$ cat src/rtl/rf_write_arbiter.sv
// rtl/rf_write_arbiter.sv - register-file write-port arbiter with power-on zero sweep
// Round-robin grants requesters onto a single registered write port once the initial sweep completes.
module rf_write_arbiter #(
    parameter int N    = 5,
    parameter int NREQ = 3
) (
    input  logic              clk,
    input  logic              reset,
    input  logic              clear_req,
    input  logic [NREQ-1:0]   req_valid,
    input  logic [NREQ*N-1:0] req_addr,
    input  logic [NREQ*32-1:0] req_data,
    output logic [NREQ-1:0]   req_ready,
    output logic              we3,
    output logic [N-1:0]      wa3,
    output logic [31:0]       wd3,
    output logic              init_done
);
    localparam int PW = (NREQ > 1) ? $clog2(NREQ) : 1;

    typedef enum logic {ST_INIT, ST_RUN} state_t;

    state_t        r_state;
    logic [N-1:0]  r_cnt;
    logic [PW-1:0] r_ptr;

    logic          w_found;
    logic [PW-1:0] w_gidx;
    logic [PW-1:0] w_ptr_next;
    logic [N-1:0]  w_sel_addr;
    logic [31:0]   w_sel_data;

    // Search starts at the round-robin pointer; the first valid requester wins.
    always_comb begin
        int j;
        j          = 0;
        req_ready  = '0;
        w_found    = 1'b0;
        w_gidx     = '0;
        w_sel_addr = '0;
        w_sel_data = '0;
        if (r_state == ST_RUN && !clear_req) begin
            for (int k = 0; k < NREQ; k++) begin
                j = int'(r_ptr) + k;
                if (j >= NREQ) begin
                    j = j - NREQ;
                end
                if (!w_found && req_valid[j]) begin
                    w_found      = 1'b1;
                    w_gidx       = PW'(j);
                    req_ready[j] = 1'b1;
                    w_sel_addr   = req_addr[j*N +: N];
                    w_sel_data   = req_data[j*32 +: 32];
                end
            end
        end
    end

    assign w_ptr_next = (w_gidx == PW'(NREQ - 1)) ? '0 : w_gidx + PW'(1);
    assign init_done  = (r_state == ST_RUN);

    always_ff @(posedge clk or posedge reset) begin
        if (reset) begin
            r_state <= ST_INIT;
            r_cnt   <= N'(1);
            r_ptr   <= '0;
            we3     <= 1'b0;
            wa3     <= '0;
            wd3     <= '0;
        end else begin
            case (r_state)
                ST_INIT: begin
                    we3 <= 1'b1;
                    wd3 <= '0;
                    // A clear during the sweep behaves as if the counter were already back at 1.
                    if (clear_req) begin
                        wa3   <= N'(1);
                        r_cnt <= N'(2);
                    end else begin
                        wa3   <= r_cnt;
                        r_cnt <= r_cnt + N'(1);
                        if (r_cnt == {N{1'b1}}) begin
                            r_state <= ST_RUN;
                        end
                    end
                end
                ST_RUN: begin
                    if (clear_req) begin
                        we3     <= 1'b0;
                        r_cnt   <= N'(1);
                        r_state <= ST_INIT;
                    end else if (w_found) begin
                        r_ptr <= w_ptr_next;
                        // Address 0 is hard-wired in the register file: accept and discard.
                        if (w_sel_addr != '0) begin
                            we3 <= 1'b1;
                            wa3 <= w_sel_addr;
                            wd3 <= w_sel_data;
                        end else begin
                            we3 <= 1'b0;
                        end
                    end else begin
                        we3 <= 1'b0;
                    end
                end
                default: r_state <= ST_INIT;
            endcase
        end
    end
endmodule

$ cat config.mk
export PLATFORM = sky130hd
export DESIGN_NAME = rf_write_arbiter
export DESIGN_NICKNAME = d
export VERILOG_FILES = /design/src/rtl/rf_write_arbiter.sv
export SDC_FILE = /design/constraint.sdc
export NUM_CORES = 1
export LEC_CHECK = 0
export CAP_MARGIN = 20
export CORE_ASPECT_RATIO = 0.5
export CORE_UTILIZATION = 53
export DETAILED_ROUTE_END_ITERATION = 7
export PLACE_DENSITY = 0.95
export SETUP_SLACK_MARGIN = 0.02
export SYNTH_ARGS = -nofsm -noshare
export SYNTH_HDL_FRONTEND = slang
export SYNTH_SLANG_ARGS = --single-unit
export TNS_END_PERCENT = 30
$ cat constraint.sdc
create_clock -name clk -period 12 [get_ports clk]
set_clock_uncertainty 0.1 [all_clocks]
set_input_delay 1.2 -clock clk [delete_from_list [all_inputs] [get_ports clk]]
set_output_delay 1.2 -clock clk [all_outputs]
set_load 0.01 [all_outputs]
==> results by stage, run 1 <==
STA:
- The final number of hold-violating endpoints was 0.
- After layout, the minimum clock period comes to 5.45 ns.
- In the final timing run, aggregate negative setup slack is 0 ns.
- The worst hold slack across all endpoints is 0.410 ns.
- The final-report max-slew violation count is 0.
- Setup repair after global routing left no endpoint under its margin.
- The worst slew margin relative to its limit is 23.3%.
- Setup slack on the critical path of the routed design comes to 6.55 ns.
- At the pin with the least slew margin, the transition time is 1.15 ns.
- Timing would allow up to 0.183 GHz.
- The count of final setup violators is 0.
- After layout, the worst path uses 45.4% of the clock period.

Clock network:
- The clock drives 46 sinks.
- The post-CTS clock slew at the launch and capture registers of the worst setup and hold paths is 0.07 ns.
- The depth of the CTS H-tree is 2.
- The clock tree from TritonCTS is yes.
- The number of buffers inserted during clock tree synthesis is 5.
- Post-CTS timing repair inserted 0 buffers for setup.
- The later pin in the worst-skew pair is clocked with a latency of 0.29 ns.
- The maximum root-to-sink buffer count is 2.
- The post-cts sizing count is 0.
- The number of hold buffers added after CTS was 0.
- The clock root buffer master is sky130_fd_sc_hd__clkbuf_16.

Yosys:
- The proportion of synthesized chip area in sequential cells is 21.0%.
- Counting flops with a built-in enable in the synthesized netlist gives 0.
- The number of nets in the synthesized netlist is 835.
- The number of warning messages in the yosys log is 0.
- The number of standard cells after synthesis is 707.
- The count of different cell masters after synthesis is 57.
- The register bit count reported by yosys is 46.
- The post-synthesis async set-or-reset flop share is 100%.
- The mapped cell area is 5490 µm².
- A synthesized cell averages 7.77 µm².
- The most used flip-flop cell after synthesis is sky130_fd_sc_hd__dfrtp_1.

Min path:
- The class of the tightest hold or removal check is flip-flop to flip-flop.

Power:
- IR analysis of the VDD net gives a maximum drop of 0.0000962 V.
- Summed over all cells, the static leakage comes to 2.77 nW.
- For this design the ratio of total power to cell area is 87.2 nW/µm².
- The total power of the final layout is 0.632 mW.

Routing:
- The detailed router placed 6,090 vias in this run.
- Dividing the detail-routed wire length by the instance count gives 18.7 µm.
- The detailed router finished its first iteration with 872 violations.
- The post-detailed-route count of antenna-violating nets is 0.
- The total wirelength of the detailed-routed design is 17,900 µm.
- Before antenna repair, the detailed router went through 8 iterations.
- The count of unresolved DRC violations after routing is 0.
- Dividing the detail-routed via count by the number of cells gives 6.37.

Placement:
- Routability-driven placement finished with a final weighted congestion of 0.918.
- The count of buffers added on input and output ports is 158.
- Summed over all nets, the half-perimeter wirelength after detailed placement is 11,700 µm.
- At the placement stage, the worst setup path has a slack of 6.62 ns.

Final layout:
- The fraction of the core area covered by cells at the end of the flow is 74.3%.
- The layout overhead on the synthesized area is 32.1%.
- The antenna cell count is 0.
- Fill cells in the final layout number 672.
- The share of cells above drive strength 1 is 8.53%.
- The final net count is 948.
- The most common library cell in the layout ignoring fill and taps is sky130_fd_sc_hd__clkdlybuf4s50_1.
- Leaving out fill and tap cells, the most frequent cells in the layout are 158 x sky130_fd_sc_hd__clkdlybuf4s50_1, 155 x sky130_fd_sc_hd__nand2_1, 113 x sky130_fd_sc_hd__mux2i_1.

Worst setup path:
- The number of buffers and inverters on the critical path is 3.
- The critical path required time is 12.08 ns.
- The largest stage delay on the critical path is 0.84 ns.
- Counting stages on the worst path, the most repeated cell is sky130_fd_sc_hd__inv_1.
- The worst setup path is captured at a flip-flop.
- Walking the worst path, the cells encountered are inv_1, ha_4, buf_4, nor3b_1, ha_1, inv_1, fa_1, xor2_1, and2_1, a22o_1, a221oi_2, a2bb2oi_2, nand4_4, mux2_4.
- The cell family contributing the most delay on the critical path is simple AND/OR/NAND/NOR gates.
- The arrival time of data at the critical path endpoint is 5.53 ns.
- The type of origin of the critical path is a flip-flop.
- Along the worst path, the maximum fanout reaches 95.
- The slowest stage of the critical path belongs to the cell sky130_fd_sc_hd__buf_4.
- The classification of the worst setup path is flip-flop to flip-flop.

Flow run:
- The max capacitance violation total is 0.

Run status:
- The flow ran to the end, and the final reports show no timing, DRC or antenna violations.

Die:
- The floorplan has 25 rows.
- The area of the die is 10,800 µm².
- After floorplanning, the core was sized to cover 9760 µm².
- The initial utilization of the core area, before any placement, comes to 56.3%.
- The chip height is 74.0 µm.
- From left edge to right edge, the die measures 146 µm.
- The number of ports placed on the die boundary is 159.

Global routing:
- The number of antenna violations at the first check in global routing is 0.
- The first-pass GRT wire length is 28,500 µm.
- The total congestion overflow is 0.
- The total track usage is 32.7%.
- The via count of the first global-routing pass was 5,895.
- The largest net degree at the start of global routing is 96.
## state kept, by name, indices dropped and copies added, names as in the netlist
register,count
r_cnt,5
we3,1
r_ptr,2
wa3,5
init_done,1
wd3,32
## logic make-up (layout without fill, tap and decap cells)
| kind of cell | Yosys count | count (layout) | share of synthesized area, % |
|---|---|---|---|
| AO/OA/AOI/OAI | 219 | 219 | 23.8 |
| XOR/XNOR | 4 | 4 | 0.638 |
| adder cells (fa/ha/maj) | 12 | 12 | 2.82 |
| buffers and inverters | 71 | 185 | 5.97 |
| flip-flops | 46 | 46 | 21.0 |
| multiplexers | 146 | 146 | 29.2 |
| AND/OR/NAND/NOR | 209 | 209 | 16.5 |
## synth_stat cells, types with 2 or more instances
library cell                count  area (µm²)
sky130_fd_sc_hd__dfrtp_1       45        1130
sky130_fd_sc_hd__buf_4          2        15.0
sky130_fd_sc_hd__a211oi_1       2        15.0
sky130_fd_sc_hd__a22o_1         3        26.3
sky130_fd_sc_hd__nand2_1      155         582
sky130_fd_sc_hd__buf_6          4        45.0
sky130_fd_sc_hd__nand3_1        5        25.0
sky130_fd_sc_hd__nand2b_1       2        12.5
sky130_fd_sc_hd__a21o_1         2        15.0
sky130_fd_sc_hd__mux2_2         4        45.0
sky130_fd_sc_hd__clkbuf_1      37         139
sky130_fd_sc_hd__ha_1          10         125
sky130_fd_sc_hd__a22oi_1       33         248
sky130_fd_sc_hd__and2_1         9        56.3
sky130_fd_sc_hd__and3_1         3        18.8
sky130_fd_sc_hd__a31oi_1        2        12.5
sky130_fd_sc_hd__mux2_4        28         420
sky130_fd_sc_hd__inv_1          8        30.0
sky130_fd_sc_hd__xor2_1         3        26.3
sky130_fd_sc_hd__buf_2         19        95.1
sky130_fd_sc_hd__a311o_1        3        30.0
sky130_fd_sc_hd__o22ai_1        3        18.8
sky130_fd_sc_hd__nor2b_1        3        18.8
sky130_fd_sc_hd__nor2_1        19        71.3
sky130_fd_sc_hd__a31o_2         3        26.3
sky130_fd_sc_hd__a21oi_1       43         215
sky130_fd_sc_hd__o21ai_0      111         556
sky130_fd_sc_hd__mux2i_1      114        1140
sky130_fd_sc_hd__o2bb2ai_1      4        35.0
## metrics by stage
step,cells,instance area [µm²]
2_1_floorplan,707,5490
3_3_place_gp,947,7060
3_5_place_dp,947,7060
4_1_cts,955,7230
5_1_grt,956,7250
6_report,956,7250
## where the power goes
part	internal, mW	switching [mW]
Sequential	0.158	0.00312
Clock	0.0984	0.0658
Combinational	0.135	0.172
## metal layers
metal | GRT usage, % | vias up | routed length, µm
li1 | - | 2770 | -
met1 | 40.3 | 2834 | 7130
met2 | 57.0 | 419 | 8630
met3 | 7.06 | 67 | 1610
met4 | 14.2 | 0 | 497
met5 | 0 | - | 0
## final timing paths
| check | startpoint | endpoint | slack, ns | cells after the start |
|---|---|---|---|---|
| setup reg to reg | r_ptr[0]$_DFFE_PP0P_ | wd3[25]$_DFFE_PP0P_ | 6.55 | 14 |
| setup / recovery | r_ptr[0]$_DFFE_PP0P_ | wd3[25]$_DFFE_PP0P_ | 6.55 | 14 |
| hold / removal | wa3[3]$_DFFE_PP0P_ | wa3[3]$_DFFE_PP0P_ | 0.41 | 1 |
| min in group asynchronous | reset | wd3[18]$_DFFE_PP0P_ | 1.08 | 2 |
| max in group asynchronous | reset | r_cnt[0]$_DFF_PP1_ | 10.15 | 3 |
| hold reg to reg | wa3[3]$_DFFE_PP0P_ | wa3[3]$_DFFE_PP0P_ | 0.41 | 1 |
## layout make-up
| cell class | count | area (µm²) | area share (%) |
|---|---|---|---|
| clock inverter | 3 | 45.0 | 0.621 |
| multi-input combinational | 590 | 4060 | 55.9 |
| timing repair buffer | 169 | 1680 | 23.1 |
| inverter | 8 | 30.0 | 0.414 |
| sequential | 46 | 1150 | 15.9 |
| clock buffer | 5 | 125 | 1.73 |
| tap | 135 | 169 | 2.33 |
## worst register-to-register path, stage by stage, from the launching register on
cell,delay [ns]
sky130_fd_sc_hd__dfrtp_1,0.43
sky130_fd_sc_hd__inv_1,0.21
sky130_fd_sc_hd__ha_4,0.16
sky130_fd_sc_hd__buf_4,0.84
sky130_fd_sc_hd__nor3b_1,0.37
sky130_fd_sc_hd__ha_1,0.19
sky130_fd_sc_hd__inv_1,0.05
sky130_fd_sc_hd__fa_1,0.44
sky130_fd_sc_hd__xor2_1,0.19
sky130_fd_sc_hd__and2_1,0.21
sky130_fd_sc_hd__a22o_1,0.24
sky130_fd_sc_hd__a221oi_2,0.35
sky130_fd_sc_hd__a2bb2oi_2,0.26
sky130_fd_sc_hd__nand4_4,0.69
sky130_fd_sc_hd__mux2_4,0.61
Note: power is estimated with default switching activity, not from simulation.
==> run 2, diff against run 1 <==
--- a/config.mk
+++ b/config.mk
@@ -7,9 +7,9 @@
 export LEC_CHECK = 0
 export CAP_MARGIN = 20
 export CORE_ASPECT_RATIO = 0.5
-export CORE_UTILIZATION = 53
+export CORE_UTILIZATION = 45
 export DETAILED_ROUTE_END_ITERATION = 7
-export PLACE_DENSITY = 0.95
+export PLACE_DENSITY = 0.91
 export SETUP_SLACK_MARGIN = 0.02
 export SYNTH_ARGS = -nofsm -noshare
 export SYNTH_HDL_FRONTEND = slang
==> constraint.sdc (replaced) <==
create_clock -name clk -period 4.6 [get_ports clk]
set_clock_uncertainty 0.1 [all_clocks]
set_input_delay 0.46 -clock clk [delete_from_list [all_inputs] [get_ports clk]]
set_output_delay 0.46 -clock clk [all_outputs]
set_load 0.01 [all_outputs]
==> run 2 against run 1 <==
  * The flow now finishes with violations (DRC)
  * Total power grew 150%
  * Global-route usage shrank 4.9 points
  * Setup slack lost 6.3 ns
  * Largest power group unchanged
  * Die area grew 17%
  * Register-to-register slack lost 6.3 ns
  * Critical endpoint is now wd3[4]$_DFFE_PP0P_
  * Critical path type unchanged
  * Critical path depth is the same
  * Fmax grew 25%
  * Core utilization shrank 13 points
  * Clock-buffer cell count grew 1
  * Final cell count grew 3.7%
==> results by stage, run 2 (same netlist as run 1, synthesis figures left out) <==
Final layout:
- Compared with the post-synthesis result, the final layout area differs by 33.1%.
- 0 antenna diodes ended up in the layout.
- The total area of sequential cells is 1150 µm².
- The post-route netlist has 8.96% of its cells at a drive strength greater than 1.
- The area of the multi-input gates is 4060 µm².
- The largest registers in the layout are wd3 x32, r_cnt x5, wa3 x5.
- After routing the design area is 7310 µm².
- The register with the most flip-flops in the final layout is wd3.
- The most common library cell in the layout ignoring fill and taps is sky130_fd_sc_hd__clkdlybuf4s50_1.
- The fraction of the core area covered by cells at the end of the flow is 61.8%.
- In the layout the commonest cells are 158 x sky130_fd_sc_hd__clkdlybuf4s50_1, 155 x sky130_fd_sc_hd__nand2_1, 113 x sky130_fd_sc_hd__mux2i_1.
- The final net count is 953.
- The post-layout instance count excluding filler cells is 991.
- The number of filler instances in the final layout is 990.
- The flip-flop count of the largest register, all copies and words added is 32.

Clock network:
- The clock tree from TritonCTS is yes.
- The tree built by TritonCTS fans out to 46 sinks.
- The H-tree was split into 2 levels.
- The clock root buffer master is sky130_fd_sc_hd__clkbuf_16.
- Gates resized during post-CTS repair numbered 0.
- The maximum root-to-sink buffer count is 2.
- The post-CTS clock slew at the launch and capture registers of the worst setup and hold paths is 0.07 ns.
- The number of buffers inserted during clock tree synthesis is 5.
- At the later pin of the worst-skew pair, clock insertion delay measures 0.29 ns.
- The number of setup buffers added after CTS is 0.
- The count of hold-fix buffers inserted at cts is 0.

Global routing:
- The number of antenna violations at the first check in global routing is 0.
- The via count of the first global-routing pass is 5,857.
- The first global-routing pass estimated 28,300 µm of wire.
- Entering global routing, the biggest net connects 57 pins.
- Global routing finished with a remaining overflow of 0.
- The total track usage is 27.8%.

Worst setup path:
- Data on the critical path arrives at its endpoint at 4.44 ns.
- The classification of the worst setup path is flip-flop to flip-flop.
- The critical path required time is 4.68 ns.
- The startpoint identified for the worst register-to-register timing path is r_ptr[0]$_DFFE_PP0P_.
- STA classifies the critical path endpoint as a flip-flop.
- In this run the critical register-to-register path is captured at wd3[4]$_DFFE_PP0P_.
- The critical path ends at wd3[4]$_DFFE_PP0P_.
- The first element of the critical path is r_ptr[0]$_DFFE_PP0P_.
- Counting cells, the worst reg-to-reg path comes to 14.
- STA classifies the critical path startpoint as a flip-flop.
- In this run the worst path has a maximum fanout of 19.
- The register-to-register path setup slack is 0.24 ns.

STA:
- The final number of hold-violating endpoints is 0.
- The shortest period the worst path allows is 4.36 ns.
- The final-report max-slew violation count is 0.
- For the pin with the worst max-slew slack, the measured transition is 0.882 ns.
- Setup repair after global routing left no endpoint under its margin.
- Adding up every negative setup slack in the final design gives 0 ns.
- Based on the critical path, the design can be clocked at up to 0.230 GHz.
- The final setup slack of the worst path is 0.244 ns.
- The worst hold slack across all endpoints is 0.271 ns.
- The count of final setup violators is 0.
- After layout, the worst path uses 94.7% of the clock period.
- The worst slew margin relative to its limit is 39.9%.

Routing:
- Once detail routing completed, the nets flagged for antenna violations numbered 0.
- The routed via count is 6,089.
- The vias per cell is 6.14.
- The pre-antenna-repair detailed-routing pass consisted of 7 iterations.
- In the final routed layout, each cell accounts on average for 18.1 µm.
- The count of unresolved DRC violations after routing is 1.
- For this block, the routed nets add up to 18,000 µm of wire.
- The number of DRC violations after detailed-routing iteration 0 is 533.

Die:
- The initialized floorplan defines 28 standard-cell rows.
- The initial standard-cell utilization of the core is 46.4%.
- The die width is 158 µm.
- During I/O placement, the number of pins put on the boundary was 159.
- In this run the standard cell core region covers 11,800 µm².
- The chip height is 80.1 µm.
- The area of the die is 12,700 µm².

Placement:
- In this run the cell area measured after placement is 7150 µm².
- The quantity of I/O buffers inserted on ports is 158.
- Detailed placement ended at an HPWL of 12,500 µm.
- The total instance count after detailed placement is 982.
- The congestion estimate from routability-driven global placement came to 0.871.
- Before CTS, the worst setup slack after placement is 0.315 ns.

Flow run:
- Max-cap violations in this run came to 0.

Power:
- Across the VDD grid, the largest voltage drop is 0.000144 V.
- The total leakage power is 2.79 nW.
- The power per cell area is 216 nW/µm².
- Total power for the finished layout comes to 1.58 mW.

Min path:
- The class of the tightest hold or removal check is primary input to asynchronous set/reset pin.

Run status:
- The checks that failed: DRC.
- The flow ran to the end, but the final reports show violations.
==> run 2: per-layer routing <==
layer / GRT usage (%) / part of all wire (%) / up-vias
li1: - / - / 2783
met3: 4.26 / 7.5 / 69
met1: 34.9 / 42 / 2913
met2: 48.1 / 48 / 324
met5: 0 / 0 / -
met4: 11.0 / 3.1 / 0
==> run 2: critical path, cell delays in order (launching register included) <==
cell and delay, ns:
sky130_fd_sc_hd__dfrtp_1 0.45, sky130_fd_sc_hd__inv_1 0.17, sky130_fd_sc_hd__ha_1 0.28, sky130_fd_sc_hd__nor3b_1 0.31
sky130_fd_sc_hd__ha_1 0.19, sky130_fd_sc_hd__inv_1 0.05, sky130_fd_sc_hd__fa_1 0.43, sky130_fd_sc_hd__xor2_1 0.19
sky130_fd_sc_hd__nor4b_2 0.42, sky130_fd_sc_hd__nand2_1 0.11, sky130_fd_sc_hd__a21bo_2 0.22, sky130_fd_sc_hd__a311o_1 0.39
sky130_fd_sc_hd__nand4_4 0.34, sky130_fd_sc_hd__buf_12 0.25, sky130_fd_sc_hd__mux2_2 0.35
==> run 2: where the power goes <==
part / switching (mW) / internal [mW]
Combinational: 0.443 / 0.354
Clock: 0.160 / 0.202
Sequential: 0.00878 / 0.413
Total: 0.612 / 0.969
==> run 2: area by class of cell <==
type / instances / area share [%]
clock buffers: 6 / 1.76
clock inverters: 2 / 0.188
inverters: 8 / 0.411
multi-input cells: 590 / 55.4
flip-flops and latches: 46 / 15.8
well taps: 165 / 2.82
repair buffers: 174 / 23.6
==> run 2: how the worst min path moves through the flow <==
stage	from	end	slack, ns
after floorplan	r_cnt[4]$_DFF_PP0_	wa3[4]$_DFFE_PP0P_	0.39
after global placement	wd3[1]$_DFFE_PP0P_	wd3[1]$_DFFE_PP0P_	0.39
after detailed placement	wd3[10]$_DFFE_PP0P_	wd3[10]$_DFFE_PP0P_	0.40
after CTS	wd3[13]$_DFFE_PP0P_	wd3[13]$_DFFE_PP0P_	0.42
after global routing	reset	wd3[2]$_DFFE_PP0P_	0.27
final	reset	wd3[2]$_DFFE_PP0P_	0.27
==> run 3, diff against run 2 <==
==> constraint.sdc (replaced) <==
create_clock -name clk -period 4.6 [get_ports clk]
set_clock_uncertainty 0.1 [all_clocks]
set_input_delay 0.92 -clock clk [delete_from_list [all_inputs] [get_ports clk]]
set_output_delay 0.92 -clock clk [all_outputs]
set_load 0.01 [all_outputs]
==> run 3 against run 2 <==
  * The flow still finishes with violations (DRC)
  * Hold slack improved by 0.14 ns
  * Sequential cell count unchanged
  * Global-route usage decreased by 0.14 points
  * Routed wire length is 0.22% higher
  * Sequential power barely moved
  * Largest power group unchanged
  * Largest cell class unchanged
  * Fmax fell by 0.18%
==> results by stage, run 3 (same netlist as run 1, synthesis figures left out) <==
Power:
- The design draws 1.66 mW.
- The worst-case IR drop observed on VDD is 0.000120 V.
- Summed over all cells, the static leakage comes to 2.81 nW.
- The power per cell area is 225 nW/µm².

Clock network:
- Buffers inserted to repair hold after CTS numbered 0.
- The clock tree synthesis step divided the H-tree into 2 levels.
- The clock root buffer master is sky130_fd_sc_hd__clkbuf_16.
- Clock tree synthesis found a total of 46 sinks.
- The number of setup buffers added after CTS is 0.
- At the later pin of the worst-skew pair, clock insertion delay measures 0.29 ns.
- After clock tree synthesis, the clock-pin slew on the worst setup and hold paths is 0.06 ns.
- TritonCTS built the clock tree.
- The number of buffers inserted during clock tree synthesis is 5.
- The post-cts sizing count is 0.
- The maximum root-to-sink buffer count is 2.

Die:
- The die covers 12,700 µm².
- The number of ports placed on the die boundary is 159.
- The floorplan row count is 28.
- The initial standard-cell utilization of the core is 46.4%.
- Measured along the y axis, the die boundary spans 80.1 µm.
- The total area inside the core boundary comes to 11,800 µm².
- The floorplan step set the die width to 158 µm.

Final layout:
- Leaving out fill and tap cells, the most frequent cells in the layout are 158 x sky130_fd_sc_hd__clkdlybuf4s50_1, 155 x sky130_fd_sc_hd__nand2_1, 113 x sky130_fd_sc_hd__mux2i_1.
- The final net count is 952.
- In the final layout, the multi-input gates occupy 4060 µm².
- The register containing the most flip-flops in the final layout is wd3.
- The largest registers in the layout are wd3 x32, r_cnt x5, wa3 x5.
- The flip-flop count of the largest register, all copies and words added is 32.
- The share of cells above drive strength 1 is 8.85%.
- The repair_antennas step left the layout with diodes totalling 0.
- Fill cells in the final layout number 982.
- The library cell used most frequently in the layout, excluding fill and tap cells, is sky130_fd_sc_hd__clkdlybuf4s50_1.
- The area growth from synthesis to layout is 33.9%.
- The fraction of the core area covered by cells at the end of the flow is 62.1%.
- Across the whole layout, storage elements account for 1150 µm².

Global routing:
- The number of antenna violations at the first check in global routing came to 0.
- Global routing finished with a remaining overflow of 0.
- The largest net degree at the start of global routing is 78.
- The first-pass GRT wire length is 28,000 µm.
- The via count of the first global-routing pass was 5,755.
- Global routing used 27.7% of the available tracks across all layers.

Worst setup path:
- The dominant delay contributor by cell family on the critical path is adder cells.
- The setup path with the least slack is of type flip-flop to flip-flop.
- The critical path contains buffers and inverters numbering 3 combined.
- The critical path goes through inv_1, ha_4, nor3b_1, ha_1, inv_1, fa_1, xor2_1, nor4b_2, a22o_1, a221oi_1, o31a_2, nand4_4, buf_12, mux2_2.
- Following the worst setup path forward leads to its endpoint at wd3[1]$_DFFE_PP0P_.
- For the worst setup path, the data required time is 4.67 ns.
- The first element of the critical path is r_ptr[0]$_DFFE_PP0P_.
- STA classifies the critical path startpoint as a flip-flop.
- The number of cell instances on the worst register-to-register path is 14.
- The largest stage delay on the critical path is 0.46 ns.
- The endpoint class of the critical path is a flip-flop.
- The end of the worst register-to-register path is wd3[1]$_DFFE_PP0P_.
- The startpoint identified for the worst register-to-register timing path is r_ptr[0]$_DFFE_PP0P_.
- Data arrives at the worst endpoint at 4.44 ns.
- The most frequent cell on the critical path is sky130_fd_sc_hd__inv_1.
- The cell at the slowest stage of the critical path is sky130_fd_sc_hd__fa_1.
- For flop-to-flop paths, the worst setup slack is 0.24 ns.
- The critical-path maximum fanout is 33.
- The depth of the critical timing path with buffers and inverters included is 14.

Routing:
- The count of unresolved DRC violations after routing is 1.
- The routed design uses 1340 µm of met3 wire.
- For this block, wires on met1 add up to 7190 µm.
- The number of DRC violations after detailed-routing iteration 0 is 646.
- The number of search-and-repair iterations in the first detailed-routing pass is 7.
- The uppermost metal layer occupied by signal nets is met4.
- For this block, the routed nets add up to 18,000 µm of wire.
- After detailed routing, the average wire length per cell comes to 18.2 µm.
- The routed length on met2 is 8830 µm.
- For this block, the via count after detailed routing is 6,063.
- The post-detailed-route count of antenna-violating nets is 0.
- In the routed layout, each cell is associated on average with a via count of 6.12.

Run status:
- The run finished, with violations left.
- The final reports fail on DRC.

STA:
- The upper clock frequency limit is 0.229 GHz.
- The final number of hold-violating endpoints was 0.
- On the final layout, the worst hold slack is 0.411 ns.
- Subtracting the final worst setup slack from the clock period gives 4.36 ns.
- The measured slew at the worst slew-check pin is 0.987 ns.
- The final critical path takes up 94.9% of the cycle.
- The final-report max-slew violation count was 0.
- After routing, the total negative slack on setup checks comes to 0 ns.
- The worst slew margin relative to its limit is 34.2%.
- Setup repair after global routing left no endpoint under its margin.
- The count of final setup violators is 0.

Min path:
- The class of the tightest hold or removal check is flip-flop to flip-flop.

Placement:
- At the end of routability-driven placement, the weighted congestion stood at 0.865.
- After legalization and detailed placement, the total HPWL measured 11,800 µm.
- The quantity of I/O buffers inserted on ports is 158.

Flow run:
- The tool flagged a number of max-cap violations equal to 0.
[run 3: stage by stage]
step	instance area (µm²)	cells	setup WS (ns)
2_1_floorplan	5490	707	0.197
3_3_place_gp	7140	980	0.500
3_5_place_dp	7140	980	0.444
4_1_cts	7310	988	0.293
5_1_grt	7360	990	0.0552
6_report	7360	990	0.236
[run 3: where the power goes]
part	internal (mW)	switching, mW	total, mW
Combinational	0.362	0.443	0.805
Sequential	0.412	0.00771	0.420
Clock	0.272	0.161	0.433
[run 3: final cells by class]
cell class,instances,area share (%)
inverter,8,0.408
clock buffer,7,1.94
clock inverter,1,0.408
multi-input combinational,590,55.1
timing repair buffer,173,23.6
sequential,46,15.7
tap,165,2.81
[run 3: metal layers]
| metal | vias to the layer above | global-route usage [%] |
|---|---|---|
| met1 | 2856 | 34.0 |
| met4 | 0 | 11.3 |
| met3 | 75 | 3.94 |
| li1 | 2779 | - |
| met2 | 353 | 48.9 |
| met5 | - | 0 |
[run 3: worst min path at each step]
stage	startpoint	end	cells past startpoint
floorplan	r_cnt[4]$_DFF_PP0_	wa3[4]$_DFFE_PP0P_	2
global placement	wd3[4]$_DFFE_PP0P_	wd3[4]$_DFFE_PP0P_	1
detailed placement	wd3[29]$_DFFE_PP0P_	wd3[29]$_DFFE_PP0P_	1
CTS	wd3[9]$_DFFE_PP0P_	wd3[9]$_DFFE_PP0P_	1
global route	wd3[7]$_DFFE_PP0P_	wd3[7]$_DFFE_PP0P_	1
finish	wd3[7]$_DFFE_PP0P_	wd3[7]$_DFFE_PP0P_	1
